$ cat config.mk
export PLATFORM = sky130hd
export DESIGN_NAME = hwpe_stream_copy_source_multi
export DESIGN_NICKNAME = d
export VERILOG_FILES = /design/src/rtl/hwpe_stream_copy_source_multi.sv
export SDC_FILE = /design/constraint.sdc
export NUM_CORES = 1
export LEC_CHECK = 0
export ABC_CLOCK_PERIOD_IN_PS = 2450
export CORE_MARGIN = 2
export CORE_UTILIZATION = 35
export CTS_CLUSTER_SIZE = 28
export DETAILED_ROUTE_END_ITERATION = 12
export GPL_TIMING_DRIVEN = 1
export PLACE_DENSITY = 0.74
export SKIP_LAST_GASP = 1
export SLEW_MARGIN = 25
export SYNTH_ARGS = -nofsm -noshare
export SYNTH_HDL_FRONTEND = slang
export SYNTH_SLANG_ARGS = --single-unit
$ cat constraint.sdc
create_clock -name clk_i -period 2.45 [get_ports clk_i]
set_clock_uncertainty 0.05 [all_clocks]
set_input_delay 0.49 -clock clk_i [delete_from_list [all_inputs] [get_ports clk_i]]
set_output_delay 0.49 -clock clk_i [all_outputs]
set_load 0.01 [all_outputs]
$ cat src/rtl/hwpe_stream_copy_source_multi.sv
// -----------------------------------------------------------------------------
// hwpe_stream_copy_source_multi
//
// Multi-channel, time-shifted copy source for lockstep fault detection on
// HWPE streams. Each channel mirrors a monitored normal stream onto a copy
// stream, DELAY cycles later. It then checks the ready returned by the copy
// network against the normal-stream ready, delayed by the same amount.
//
// Ports
//   clk_i           clock
//   rst_i           synchronous reset, active-high
//   enable_i        1: checking active; 0: compare masked, counter holds
//   normal_*_i      monitored normal stream per channel (valid/ready/data/strb)
//   copy_*_o        copy stream per channel (valid/data/strb driven)
//   copy_ready_i    ready sampled back from the copy network
//   clear_fault_i   per-channel sticky-fault clear pulse
//   clear_cnt_i     clears fault counter and alarm
//   fault_o         registered live mismatch, 1 cycle after the compare
//   sticky_fault_o  latched fault per channel until cleared
//   fault_count_o   saturating count of cycles with >=1 channel mismatch
//   alarm_o         registered: fault count >= ALARM_THRESHOLD
// -----------------------------------------------------------------------------
module hwpe_stream_copy_source_multi #(
    parameter int unsigned NB_CHAN          = 2,
    parameter int unsigned DATA_WIDTH       = 32,
    parameter int unsigned DELAY            = 1,
    parameter int unsigned CHECK_VALID_ONLY = 1,
    parameter int unsigned CNT_WIDTH        = 8,
    parameter int unsigned ALARM_THRESHOLD  = 4
) (
    input  logic                                     clk_i,
    input  logic                                     rst_i,
    input  logic                                     enable_i,
    input  logic [NB_CHAN-1:0]                       normal_valid_i,
    input  logic [NB_CHAN-1:0]                       normal_ready_i,
    input  logic [NB_CHAN-1:0][DATA_WIDTH-1:0]       normal_data_i,
    input  logic [NB_CHAN-1:0][DATA_WIDTH/8-1:0]     normal_strb_i,
    output logic [NB_CHAN-1:0]                       copy_valid_o,
    input  logic [NB_CHAN-1:0]                       copy_ready_i,
    output logic [NB_CHAN-1:0][DATA_WIDTH-1:0]       copy_data_o,
    output logic [NB_CHAN-1:0][DATA_WIDTH/8-1:0]     copy_strb_o,
    input  logic [NB_CHAN-1:0]                       clear_fault_i,
    input  logic                                     clear_cnt_i,
    output logic [NB_CHAN-1:0]                       fault_o,
    output logic [NB_CHAN-1:0]                       sticky_fault_o,
    output logic [CNT_WIDTH-1:0]                     fault_count_o,
    output logic                                     alarm_o
);

    localparam int unsigned STRB_WIDTH = DATA_WIDTH / 8;
    // One delay-line word carries {ready, valid, data, strb}; the ready bit
    // is the reference the copy-network ready gets compared against.
    localparam int unsigned LINE_WIDTH = 2 + DATA_WIDTH + STRB_WIDTH;
    localparam logic [CNT_WIDTH-1:0] CNT_MAX      = '1;
    localparam logic [CNT_WIDTH-1:0] ALARM_THRESH = CNT_WIDTH'(ALARM_THRESHOLD);
    localparam logic                 VALID_GATED  = (CHECK_VALID_ONLY != 0);

    logic [NB_CHAN-1:0]   ref_ready;
    logic [NB_CHAN-1:0]   valid_gate;
    logic [NB_CHAN-1:0]   mm;
    logic [NB_CHAN-1:0]   fault_reg;
    logic [NB_CHAN-1:0]   sticky_reg;
    logic [CNT_WIDTH-1:0] count_reg;
    logic [CNT_WIDTH-1:0] count_next;
    logic                 alarm_reg;

    // -------------------------------------------------------------------------
    // Per-channel copy path and ready history
    // -------------------------------------------------------------------------
    for (genvar gi = 0; gi < NB_CHAN; gi++) begin : gen_chan
        logic [LINE_WIDTH-1:0] line_in;

        assign line_in = {normal_ready_i[gi], normal_valid_i[gi],
                          normal_data_i[gi], normal_strb_i[gi]};

        if (DELAY == 0) begin : gen_pass
            assign {ref_ready[gi], copy_valid_o[gi],
                    copy_data_o[gi], copy_strb_o[gi]} = line_in;
        end else begin : gen_delay
            logic [LINE_WIDTH-1:0] stage_reg [DELAY];

            // Stage 0 samples the normal stream every cycle regardless of
            // handshake, so the copy is a pure time shift of the wires.
            always_ff @(posedge clk_i) begin
                if (rst_i) begin
                    for (int s = 0; s < int'(DELAY); s++) begin
                        stage_reg[s] <= '0;
                    end
                end else begin
                    stage_reg[0] <= line_in;
                    for (int s = 1; s < int'(DELAY); s++) begin
                        stage_reg[s] <= stage_reg[s-1];
                    end
                end
            end

            assign {ref_ready[gi], copy_valid_o[gi],
                    copy_data_o[gi], copy_strb_o[gi]} = stage_reg[DELAY-1];
        end
    end

    // -------------------------------------------------------------------------
    // Compare
    // -------------------------------------------------------------------------
    assign valid_gate = VALID_GATED ? copy_valid_o : {NB_CHAN{1'b1}};
    assign mm         = {NB_CHAN{enable_i}} & (copy_ready_i ^ ref_ready) & valid_gate;

    // Counter: clear takes priority but still records a mismatch seen in the
    // same cycle; otherwise saturate instead of wrapping.
    always_comb begin
        count_next = count_reg;
        if (clear_cnt_i) begin
            count_next = CNT_WIDTH'(|mm);
        end else if ((|mm) && (count_reg != CNT_MAX)) begin
            count_next = count_reg + CNT_WIDTH'(1);
        end
    end

    always_ff @(posedge clk_i) begin
        if (rst_i) begin
            fault_reg  <= '0;
            sticky_reg <= '0;
            count_reg  <= '0;
            alarm_reg  <= 1'b0;
        end else begin
            fault_reg  <= mm;
            // A new mismatch wins over a clear arriving in the same cycle.
            sticky_reg <= mm | (sticky_reg & ~clear_fault_i);
            count_reg  <= count_next;
            alarm_reg  <= (count_next >= ALARM_THRESH);
        end
    end

    assign fault_o        = fault_reg;
    assign sticky_fault_o = sticky_reg;
    assign fault_count_o  = count_reg;
    assign alarm_o        = alarm_reg;

endmodule

==> results.md <==
* WL met2 at approximately 3300 microns
* Proportion of synthesized chip area in sequential cells at 54.81%
* Nets in the synthesized netlist at between 300 and 400
* Synth Area in Adders at 0.3849%
* Ant. Diodes at 0
* Maximum fanout along the worst path at 7
* Leading cell type in the layout, fill and taps excluded: sky130_fd_sc_hd__clkdlybuf4s50_1
* Worst slew margin at between 70 and 80%
* Met3 wire len at between 500 and 600 microns
* Internal power at 2.265 mW
* Mux cell area share after synthesis at under 10%
* Global Route Usage Sum at 13.55%
* Unrepaired setup endpoints after global routing: no
* Number of antenna violations at the first check in global routing at 0
* TritonCTS clock tree: built
* Synth Area in Compound Gates at under 10%
* Number of search-and-repair iterations in the first detailed-routing pass at 4
* Dominant combinational cell family by area after synthesis: simple AND/OR/NAND/NOR gates
* Total via count after detailed routing at between 2000 and 2500
* Slack of the critical path at roughly 0.47 ns
* Detailed placer's ending HPWL at around 5200 microns
* FP Rows at 35
* Number of distinct library cell variants in the gate-level netlist after synthesis at 31
* Pin count of the biggest net entering global routing at 28
* Minimum period implied by the final worst setup slack at slightly below 2 ns
* Class of the tightest hold or removal check: flop to flop
* Tightest Pin Transition at 0.3671 ns
* Highest-delay cell along the critical path: sky130_fd_sc_hd__clkdlybuf4s50_1
* Clock tree root driver cell: sky130_fd_sc_hd__clkbuf_8
* Leakage at ~1.8 nW
* Cell-by-cell listing of the critical path: clkdlybuf4s50_1
* Part of the power in combinational logic at 13.0%
* Drt initial violations at 37
* Port-buffer cells at 170
* Cells resized by post-CTS repair at 0
* Arrival time worst endpoint at 1.44 ns
* Bufs on Longest Clock Path at 2
* Antenna violation net count after detailed routing at 0
* Total power draw at approximately 2.9 mW
* Detailed-route vias per instance at about 4.2
* Place WS at between 0.2 and 0.25 ns
* Post-synthesis xor/xnor area fraction at under 10%
* Switching part of the total power at between 20% and 30%
* Tcrit/Tclk final at between 80 and 90%
* Die W at around 100 microns
* Filler instances at a little over 800
* Total clock sinks at between 80 and 90
* Crit start category: flop
* Global-route wire length before repair at between 10000 and 15000 microns
* Routed wire length per instance at approximately 13 microns
* Worst Setup End Kind: output port
* Final Slew Violations at 0
* Flip-flop and latch count after synthesis at between 80 and 90
* Post-layout util at between 50% and 60%
* Warnings from Yosys at 0
* Hold buffer count at CTS at 0
* Post-CTS Setup Inserts at 0
* Metal1 wirelength at around 2800 microns
* Maximum resistive drop on vdd at 266.7 uV
* Highest-count cells in the layout ignoring fill and taps: sky130_fd_sc_hd__clkdlybuf4s50_1 (169), sky130_fd_sc_hd__dfxtp_1 (89), sky130_fd_sc_hd__nor2b_1 (77), sky130_fd_sc_hd__nor2_1 (11)
* Clock transition at path regs at ~0.09 ns
* Final Hold Vio Count at 0
* Syn_area_per_cell at between 10 and 15 sq um
* DRC errors left at 0
* Crit path max-delay family: buffers and inverters
* Number of H-tree levels at 3
* Total congestion overflow after global routing at 0
* NetSw at roughly 670 uW
* Post-synthesis share of cell area spent on and, or, nand and nor gates at roughly 21%
* Vias in the first global route at approximately 2200
* Top Layer Used: met4
* Run status: complete, no violations
* Power per cell area at 623.7 nW/um^2
* Net count, final at between 400 and 500
* Total CTS buffers at 9
* Bufs and invs on worst path at 1
* Sequential Power Share at 52.2%
* Final-layout worst hold slack at 0.4223 ns
* Setup TNS at 0 ns
* Worst-skew pair later-pin latency at 0.35 ns
* Area added between synthesis and finish at 44.84%
* Area of the die at between 10000 and 15000 sq um
* Number of top-level design ports at between 150 and 200
* Detailed-route wire length at between 6000 and 7000 microns
* Post-synthesis instance area at between 3000 and 4000 sq um
* Relative contribution of the clock network to total power at between 30% and 40%
* Cell count after synthesis at ~310
* Placer's final routability congestion estimate at 0.8155
* Required time worst endpoint at around 1.9 ns
* Crit-path max cell delay at ~0.61 ns
* Fmax achieved at 0.5038 GHz
* Class of the most critical setup path: flop to output port
* Final Setup Violations at 0
* Floorplan Core Area at 9109 sq um
* Flip-flop count of the largest register after layout at 76
* Starting utilization of the core area at around 36%
* Die Height at about 100 microns
* Proportion of layout cells with a drive suffix above 1 at roughly 7%
* Max-capacitance violation count at 0
[Yosys cell counts, drive strengths merged]
cell type	instances	area [sq um]
mux2i	4	40.04
nand2	10	40.04
a21oi	7	38.79
and2	1	6.260
o21ai	2	13.76
nor2b	77	481.7
clkbuf	9	33.78
nand3	5	30.03
a32o	1	10.01
nand2b	2	12.51
and3	2	15.01
a41o	1	11.26
o2bb2ai	1	8.760
a41oi	1	16.27
xor2	4	35.03
and2b	1	7.510
or3	1	6.260
ha	1	12.51
buf	77	575.5
nand3b	1	7.510
nor2	11	41.29
dfxtp	89	1782
or2	1	6.260
nand4	3	18.77
[power groups by stage]
stage | sequential, mW | clock (mW) | combinational, mW
CTS | 1.54 | 1.08 | 0.387
global route | 1.54 | 1.13 | 0.410
detailed placement | 1.57 | 0 | 0.385
global placement | 1.57 | 0 | 0.380
floorplan | 1.56 | 0 | 0.197
finish | 1.53 | 1.02 | 0.381
[routing by layer]
layer / vias to the layer above / global-route usage (%)
li1: 1095 / -
met1: 999 / 15.79
met2: 109 / 22.51
met3: 9 / 4.875
met4: 0 / 5.690
met5: - / 0
[area by class of cell]
cell class              instances  area (sq um)  share of cell area, %
clock inverters                 6         73.82                  1.568
flip-flops and latches         89          1782                  37.84
clock buffers                  10         127.6                  2.711
repair buffers                174          1727                  36.67
multi-input cells             137         859.6                  18.26
well taps                     111         138.9                  2.950
[worst reg2reg max path, delay by kind of cell, from the launching register on]
family,cells,cell delay (ns)
compound gates,2,0.18
simple gates,3,0.75
fa+ha+maj,1,0.29
flops,1,0.41
[worst paths after layout]
check / start / cells after the start / slack [ns] / end
max reg2reg: fault_count_o[0] / 6 / 0.67 / fault_count_o[0]
max: fault_count_o[5] / 1 / 0.47 / fault_count_o[5]
min: sticky_fault_o[0] / 2 / 0.42 / sticky_fault_o[0]
min reg2reg: sticky_fault_o[0] / 2 / 0.42 / sticky_fault_o[0]
[cell families after synthesis]
kind of cell,after synthesis
and+or+nand+nor,115
DFF,89
buffers and inverters,86
AOI/OAI and AO/OA,13
xor gates and xnor gates,4
muxes,4
adders and majority gates,1
[per-stage QoR]
stage | std cells | cell area, sq um
floorplan | 312 | 3251
global placement | 511 | 4507
detailed placement | 511 | 4507
CTS | 527 | 4708
global route | 527 | 4708
finish | 527 | 4708
Note: power is estimated with default switching activity, not from simulation.
